`config.mk`:
```
export PLATFORM = sky130hd
export DESIGN_NAME = instr_fetch
export DESIGN_NICKNAME = d
export VERILOG_FILES = /design/src/rtl/fetch_pkg.sv /design/src/rtl/fetch_fifo.sv /design/src/rtl/instr_fetch.sv
export SDC_FILE = /design/constraint.sdc
export NUM_CORES = 1
export LEC_CHECK = 0
export CAP_MARGIN = 5
export CELL_PAD_IN_SITES_DETAIL_PLACEMENT = 1
export CELL_PAD_IN_SITES_GLOBAL_PLACEMENT = 1
export CORE_ASPECT_RATIO = 0.6
export CORE_UTILIZATION = 35
export CTS_CLUSTER_SIZE = 16
export DETAILED_ROUTE_END_ITERATION = 10
export PLACE_DENSITY_LB_ADDON = 0.1
export REMOVE_ABC_BUFFERS = 1
export SYNTH_ARGS = -nofsm -noshare
export SYNTH_HDL_FRONTEND = slang
export SYNTH_HIERARCHICAL = 1
export SYNTH_SLANG_ARGS = --single-unit
```
`constraint.sdc`:
```
create_clock -name clk -period 2.4 [get_ports clk]
set_input_delay 0.72 -clock clk [delete_from_list [all_inputs] [get_ports clk]]
set_output_delay 0.72 -clock clk [all_outputs]
set_load 0.02 [all_outputs]
```
`src/rtl/fetch_pkg.sv`:
```
// Shared types and sizes for the instruction fetch stage.
package fetch_pkg;

  localparam int unsigned FETCH_BUF_DEPTH = 2;
  localparam int unsigned INSTR_W         = 32;
  localparam int unsigned PC_W            = 32;
  localparam int unsigned CNT_W           = $clog2(FETCH_BUF_DEPTH + 1);

  typedef struct packed {
    logic [INSTR_W-1:0] instr;
    logic [PC_W-1:0]    pc;
  } fetch_entry_t;

endpackage

```
`src/rtl/fetch_fifo.sv`:
```
// Two-entry synchronous buffer of fetched {instr, pc} pairs; head is slot0.
// Flush beats push; the head holds its value while nothing is popped.
module fetch_fifo
  import fetch_pkg::*;
(
  input  logic               clk,
  input  logic               rst,
  input  logic               push_i,
  input  fetch_entry_t       push_data_i,
  input  logic               pop_i,
  input  logic               flush_i,
  output fetch_entry_t       head_o,
  output logic               valid_o,
  output logic [CNT_W-1:0]   count_o
);

  fetch_entry_t     slot0_q, slot0_d;
  fetch_entry_t     slot1_q, slot1_d;
  logic [CNT_W-1:0] count_q, count_d;
  logic [CNT_W-1:0] wr_idx;
  logic             valid_q, valid_d;
  logic             do_pop;

  always_comb begin
    slot0_d = slot0_q;
    slot1_d = slot1_q;
    count_d = count_q;
    do_pop  = pop_i && (count_q != '0);
    wr_idx  = count_q - CNT_W'(do_pop);
    if (flush_i) begin
      count_d = '0;
    end else begin
      // Shift only when a second entry exists, so a drained head stays put.
      if (do_pop && (count_q == CNT_W'(FETCH_BUF_DEPTH))) begin
        slot0_d = slot1_q;
      end
      if (push_i) begin
        if (wr_idx == '0) begin
          slot0_d = push_data_i;
        end else begin
          slot1_d = push_data_i;
        end
      end
      count_d = count_q - CNT_W'(do_pop) + CNT_W'(push_i);
    end
    valid_d = (count_d != '0);
  end

  always_ff @(posedge clk) begin
    if (rst) begin
      slot0_q <= '0;
      slot1_q <= '0;
      count_q <= '0;
      valid_q <= 1'b0;
    end else begin
      slot0_q <= slot0_d;
      slot1_q <= slot1_d;
      count_q <= count_d;
      valid_q <= valid_d;
    end
  end

  always_ff @(posedge clk) begin
    if (!rst && !flush_i) begin
      overflow_a: assert (!(push_i && !do_pop && (count_q == CNT_W'(FETCH_BUF_DEPTH))));
    end
  end

  assign head_o  = slot0_q;
  assign valid_o = valid_q;
  assign count_o = count_q;

endmodule

```
`src/rtl/instr_fetch.sv`:
```
// Instruction fetch: owns the PC, issues reads to a 1-cycle-latency RAM and
// buffers returned words for decode; redirects flush everything in flight.
module instr_fetch
  import fetch_pkg::*;
#(
  parameter logic [31:0] BOOT_ADDR      = 32'h0000_0000,
  parameter int unsigned MEM_ADDR_WIDTH = 6
) (
  input  logic                      clk,
  input  logic                      rst,
  output logic [MEM_ADDR_WIDTH-1:0] mem_addr,
  input  logic [31:0]               mem_rdata,
  output logic [INSTR_W-1:0]        instr,
  output logic [PC_W-1:0]           instr_pc,
  output logic                      instr_valid,
  input  logic                      instr_ready,
  input  logic                      jmp_valid,
  input  logic [31:0]               jmp_addr
);

  localparam int unsigned OCC_W = CNT_W + 1;

  logic [PC_W-1:0]  pc_q, pc_d;
  logic             pend_q, pend_d;
  logic [PC_W-1:0]  pend_pc_q, pend_pc_d;
  logic [CNT_W-1:0] count;
  logic [OCC_W-1:0] occ;
  logic [PC_W-1:0]  jmp_tgt;
  logic             pop, issue, push;
  fetch_entry_t     push_data, head;

  assign pop     = instr_valid && instr_ready;
  assign occ     = OCC_W'(count) + OCC_W'(pend_q);
  assign issue   = !jmp_valid && (occ < (OCC_W'(FETCH_BUF_DEPTH) + OCC_W'(pop)));
  assign jmp_tgt = jmp_addr & ~32'h3;

  // A returning word is only kept if no redirect lands this cycle.
  assign push            = pend_q && !jmp_valid;
  assign push_data.instr = mem_rdata;
  assign push_data.pc    = pend_pc_q;

  always_comb begin
    pc_d      = pc_q;
    pend_d    = 1'b0;
    pend_pc_d = pend_pc_q;
    if (jmp_valid) begin
      pc_d = jmp_tgt;
    end else if (issue) begin
      pend_d    = 1'b1;
      pend_pc_d = pc_q;
      pc_d      = pc_q + 32'd4;
    end
  end

  always_ff @(posedge clk) begin
    if (rst) begin
      pc_q      <= BOOT_ADDR;
      pend_q    <= 1'b0;
      pend_pc_q <= '0;
    end else begin
      pc_q      <= pc_d;
      pend_q    <= pend_d;
      pend_pc_q <= pend_pc_d;
    end
  end

  fetch_fifo u_fifo (
    .clk         (clk),
    .rst         (rst),
    .push_i      (push),
    .push_data_i (push_data),
    .pop_i       (pop),
    .flush_i     (jmp_valid),
    .head_o      (head),
    .valid_o     (instr_valid),
    .count_o     (count)
  );

  assign mem_addr = pc_q[MEM_ADDR_WIDTH-1:0];
  assign instr    = head.instr;
  assign instr_pc = head.pc;

endmodule

```
== After elaboration in Yosys (flattened, before gate mapping) ==
Cells that the tools add are included.
W data, S select, Z words.
Cells by class
  add/subtract/negate cells: 5
  multipliers: 0
  divide/modulo/power cells: 0
  $lt $le $gt $ge: 1
  equality and inequality tests: 1
  shifts and indexed selects: 0
  mux-type cells: 7
  bitwise logic cells: 2
  reduce and logical (&&, ||, !) cells: 13
Operators by type and width (number)
  $mux W64: 3
  $mux W32: 2
  $add A32 B3 Y32 const B: 1
  $reduce_bool A2 Y1: 3
  $logic_and A1 B1 Y1: 5
  $add A2 B1 Y3: 1
  $add A2 B1 Y3 const A: 1
  $lt A3 B3 Y1: 1
  $reduce_and A3 Y1: 1
  $add A2 B1 Y2: 1
  $eq A2 B2 Y1 const B: 1
  $logic_not A2 Y1: 1
  $mux W2: 1
  $not A1 Y1: 2
  $reduce_and A2 Y1: 1
  $reduce_or A2 Y1: 1
  $sub A2 B1 Y2: 1
  $logic_not A1 Y1: 1
  $mux W1: 1
Word-level totals
  register bits: 196
  latch bits: 0
  bits in writable memories: 0
  ROM bits: 0
  bits of input ports: 68
  word-level logic and storage cells: 39
  memories kept: 0

== Longest topological paths before layout ==
  word-level depth: 6
  depth in mapped cells: 8
  gate-level depth less buffers: 7

== Cells and area by module ==
The synthesis kept the hierarchy.
Modules (own cells, without submodules)
  fetch_fifo: instances 1, cells each 589, area an instance 6013.3 µm²
  instr_fetch: instances 1, cells each 363, area an instance 2967.8 µm²

== Worst setup path after synthesis ==
OpenSTA, ideal clock, no wires.
  kind: input port to flip-flop
  start: in instr_ready
  end: reg u_fifo.slot0_q (netlist bit u_fifo/head_o[47])
  setup time: 0.069 ns
  arrival: 2.060 ns
  data required time: 2.331 ns
  path slack: 0.271 ns
  stages on the path: 8
  cell sequence: and2_1 -> o21a_1 -> ha_1 -> xnor2_1 -> buf_2 -> clkbuf_1 -> a32oi_1 -> o21ai_1
On the way
  cells in the longest elaborated chain, start to end: 6
  elaborated cells between the ends (all ways): 8
  classes of those cells: add/sub: 1; mux: 3; reduce/logical: 4
Ends and longest elaborated chain
  start, declared: RTL line instr_fetch.sv:16  | input logic instr_ready,
  $logic_and A1 B1 Y1 (*): RTL line instr_fetch.sv:32  | assign pop = instr_valid && instr_ready;
  $logic_and A1 B1 Y1 (*): RTL line fetch_fifo.sv:28  | do_pop = pop_i && (count_q != '0);
  $sub A2 B1 Y2 or $logic_and A1 B1 Y1 (tied branches): RTL line fetch_fifo.sv:29, fetch_fifo.sv:34
  $logic_not A2 Y1 or $mux W64 (tied branches): RTL line fetch_fifo.sv:38, fetch_fifo.sv:34
  $mux W64: RTL line fetch_fifo.sv:38  | if (wr_idx == '0) begin
  $mux W64 (*): RTL line fetch_fifo.sv:37  | if (push_i) begin
  end signal, assigned: RTL line fetch_fifo.sv:56  | slot0_q <= slot0_d;
  end, declared: RTL line fetch_fifo.sv:17  | fetch_entry_t slot0_q, slot0_d;
Every way passes the cells marked *; elsewhere a longest branch is shown, timed or not.
A chain may end at the register's enable or synchronous reset.

== Final worst setup path ==
  start: in instr_ready
  end: reg u_fifo.slot0_q (netlist bit u_fifo/head_o[37])
On the way
  cells in the longest elaborated chain, start to end: 6
  elaborated cells between the ends (all ways): 8
  classes of those cells: add/sub: 1; mux: 3; reduce/logical: 4
Ends and longest elaborated chain
  $logic_and A1 B1 Y1 (*): RTL line instr_fetch.sv:32
  named net pop: RTL line instr_fetch.sv:29  | logic pop, issue, push;
  $logic_and A1 B1 Y1 (*): RTL line fetch_fifo.sv:28
  $sub A2 B1 Y2 or $logic_and A1 B1 Y1 (tied branches): RTL line fetch_fifo.sv:29, fetch_fifo.sv:34
  $logic_not A2 Y1 or $mux W64 (tied branches): RTL line fetch_fifo.sv:38, fetch_fifo.sv:34
  $mux W64: RTL line fetch_fifo.sv:38
  $mux W64 (*): RTL line fetch_fifo.sv:37
Mark *: on every way through the listed nets, which the timed path passes. The rest lies on a longest branch.

==> metrics.txt <==
status=completed; worst reg-to-reg setup slack=around 300 ps; largest net degree at the start of global routing=69; count of vias placed by the detailed router=between 7000 and 8000; cell with the most instances after synthesis=sky130_fd_sc_hd__dfxtp_1; Yosys warning count=6; number of max-slew violations in the final report=0; count of standard-cell rows=44; most area-consuming cells after synthesis=sky130_fd_sc_hd__dfxtp_1 43%, sky130_fd_sc_hd__mux2i_1 15%, sky130_fd_sc_hd__nand2b_1 9.1%; post-CTS repair timing setup buffer count=0; number of antenna violations at the first check in global routing=0; overall power=~6600 uW; total of cells resized after clock tree synthesis=0; DP Cell Count=approximately 1400; number of nets at the end of the flow=between 1000 and 1500; Synth top area share=0.428; arrival time worst endpoint=2650 ps; capture endpoint of the worst hold path=pend_pc_q[31]$_SDFFE_PP0P_; number of setup violations in the final report=0; unique cell type count in the Yosys netlist=between 40 and 50; routed wire length=26.2 mm; width of the die=between 200 and 250 um; number of sinks driven by the clock tree=about 190; Gate Count Post-Synth=952; Final min period=approximately 2300 ps; kind of launch point of the worst setup path=input pin; HPWL after detailed placement=around 18 mm; post-synthesis instance area=approximately 9000 um2; final std cells w/o fill=1419; Cell Chain, Critical Path=clkdlybuf4s50_1 > and2_1 > o21a_1 > ha_4 > xnor2_2 > a311o_2 > buf_12 > o21ai_0; average instance area after synthesis=9.43 um2; area of combinational cells with multiple inputs=4700 um2; Final Cycle Share=0.971; HP Start=pc_q[31]$_SDFFE_PP0P_; number of enable-type register cells in the synthesized netlist=0; leakage component of the power=0.00445 uW; Synth area leader=sky130_fd_sc_hd__dfxtp_1; global-route wire length before repair=about 43 mm; area added between synthesis and finish=29.3%; area of the die=~26000 um2; number of global-route vias before repair=around 7700; Worst-Skew Late Latency=around 440 ps; fraction of synthesis flops using an asynchronous set or reset pin=0; final worst-path setup slack=about 69 ps; portion of the post-synthesis area used by sequential elements=0.428; H-tree depth reported by CTS=4; start-to-end type of the worst setup path=in -> reg; most instantiated flip-flop cell in the synthesis netlist=sky130_fd_sc_hd__dfxtp_1; post-route cell area=roughly 12000 um2; die span in y=between 100 and 150 um; Final ANT Viol Nets=0; FF/Latch Area=~3800 um2; Crit Reg-Reg Endpoint=pc_q[11]$_SDFFE_PP0P_; Critical Path Sink Type=flop; detailed router's first-iteration violation count=approximately 300; routed via count divided by cell count=about 5.2; GRT Residual Overflow=0; number of buffer cells added on primary ports=approximately 130; Fillers=approximately 2800; Worst R2R Path Depth=8; unrepaired setup endpoints after global routing=no; Wirelength per Cell=between 15 and 20 um; power per unit of standard cell area=between 500 and 600 nW/um2; Hold/Removal Path Class=reg -> reg; met1 routed wirelength after detailed routing=~14 mm; Bufs on Longest Clock Path=2; met3 wirelength from detailed routing=around 1.0 mm; Hold Fails Final Rpt=0; worst hold path depth=2; placeable core region=24700 um2; highest metal used=met4; launch instance of the worst register-to-register path=pend_q$_SDFF_PP0_; Max Cap Viol=0; area post-placement=between 10000 and 15000 um2; DRC viols=0; TritonCTS clock tree=done; Initial Utilization=0.364; cell type of the slowest stage on the worst timing path=sky130_fd_sc_hd__clkdlybuf4s50_1; number of buffers added to fix hold violations after cts=0; met2 layer wire length in the routed design=roughly 11 mm; Clock Pin Slew Worst Setup and Hold Paths=~70 ps; aggregate negative setup slack=0 ps; worst vdd rail ir drop=around 450 uV; data required time of the worst path=between 2000 and 3000 ps; GR Util All Layers=0.206; CTS buffer count=17; clk_skew=a little over 7 ps; Max Clock Freq=around 430 MHz; flops & latches, synth=between 150 and 200; routability congestion estimate=0.787; Post-Place Worst Slack=-432 ps; drt first pass iters=4; fraction of final layout cells with drive strength greater than 1=0.0948; Clock Root Buffer=sky130_fd_sc_hd__clkbuf_16; top cells by count, synth=192 x sky130_fd_sc_hd__dfxtp_1, 137 x sky130_fd_sc_hd__mux2i_1, 130 x sky130_fd_sc_hd__nand2b_1; stage delay of the slowest cell on the critical path=around 440 ps; top-level port count=139; diodes inserted=0; crit path max fanout=40
layer usage:
metal  vias up  global-route usage
met5         -                   0
met4         0              0.0467
met3        21              0.0434
met2       104               0.306
met1      3632               0.301
li1       3644                   -
stage by stage:
step	utilization	hold slack (ps)
floorplan	-	438
global placement	0.448	456
detailed placement	0.448	465
CTS	0.470	477
global route	0.471	497
finish	0.471	473
flip-flops by register name, summed over array words and instances (netlist names):
| signal | cells |
|---|---|
| u_fifo/valid_o | 1 |
| u_fifo/head_o | 64 |
| pend_pc_q | 30 |
| u_fifo/count_o | 2 |
| u_fifo/slot1_q | 64 |
| pc_q | 30 |
| pend_q | 1 |
cells by family (layout without fill, tap and decap cells):
family,Yosys count,count (layout),share of synthesized area
DFF,192,192,0.428
and+or+nand+nor,267,267,0.168
buffers and inverters,105,245,0.0573
other,1,6,0.000418
muxes,138,138,0.154
AOI/OAI and AO/OA,215,215,0.157
adders and majority gates,5,5,0.00697
xor gates and xnor gates,29,29,0.0283
area by class of cell:
type / count / share of cell area
clock buffers: 26 / 0.0430
flip-flops and latches: 192 / 0.331
well taps: 322 / 0.0347
multi-input cells: 660 / 0.405
repair buffers: 193 / 0.177
clock inverters: 5 / 0.00259
inverters: 21 / 0.00679
placed cells by master, fill, tap and decap left out, types with 9 or more instances in the layout:
cell	instances
sky130_fd_sc_hd__buf_12	21
sky130_fd_sc_hd__o21ai_1	60
sky130_fd_sc_hd__xor2_1	16
sky130_fd_sc_hd__clkdlybuf4s50_1	132
sky130_fd_sc_hd__clkbuf_16	17
sky130_fd_sc_hd__nand3_1	9
sky130_fd_sc_hd__mux2i_1	137
sky130_fd_sc_hd__nand2_1	69
sky130_fd_sc_hd__buf_4	36
sky130_fd_sc_hd__dfxtp_1	192
sky130_fd_sc_hd__a21oi_1	50
sky130_fd_sc_hd__and3_1	10
sky130_fd_sc_hd__nor2_1	11
sky130_fd_sc_hd__a32oi_1	64
sky130_fd_sc_hd__xnor2_1	12
sky130_fd_sc_hd__inv_1	21
sky130_fd_sc_hd__o21a_1	16
sky130_fd_sc_hd__nand4_1	12
sky130_fd_sc_hd__nand2b_1	130
worst max path at each step:
| stage | endpoint | slack [ps] | startpoint | depth (start not counted) |
|---|---|---|---|---|
| 4_1_cts | mem_addr[5] | 20 | pc_q[5]$_SDFFE_PP0P_ | 1 |
| 2_1_floorplan | u_fifo/slot1_q[10]$_SDFFE_PP0P_ | -5810 | instr_ready | 6 |
| 6_report | u_fifo/head_o[37]$_SDFFE_PP0N_ | 70 | instr_ready | 8 |
| 5_1_grt | mem_addr[5] | 6 | pc_q[5]$_SDFFE_PP0P_ | 1 |
| 3_3_place_gp | u_fifo/head_o[33]$_SDFFE_PP0N_ | -400 | instr_ready | 9 |
| 3_5_place_dp | u_fifo/head_o[52]$_SDFFE_PP0N_ | -430 | instr_ready | 9 |
critical path, delay by kind of cell:
family | cells | cell delay (ps)
and+or+nand+nor | 1 | 170
buffers and inverters | 2 | 700
adders and majority gates | 1 | 170
xor gates and xnor gates | 1 | 280
AOI/OAI and AO/OA | 3 | 580
power breakdown:
group	leakage, uW	internal [uW]	switching, uW
sequential	0.00156	3260	76.8
clock	0.000256	1430	1240
combinational	0.00264	305	310
Note: power is estimated with default switching activity, not from simulation.
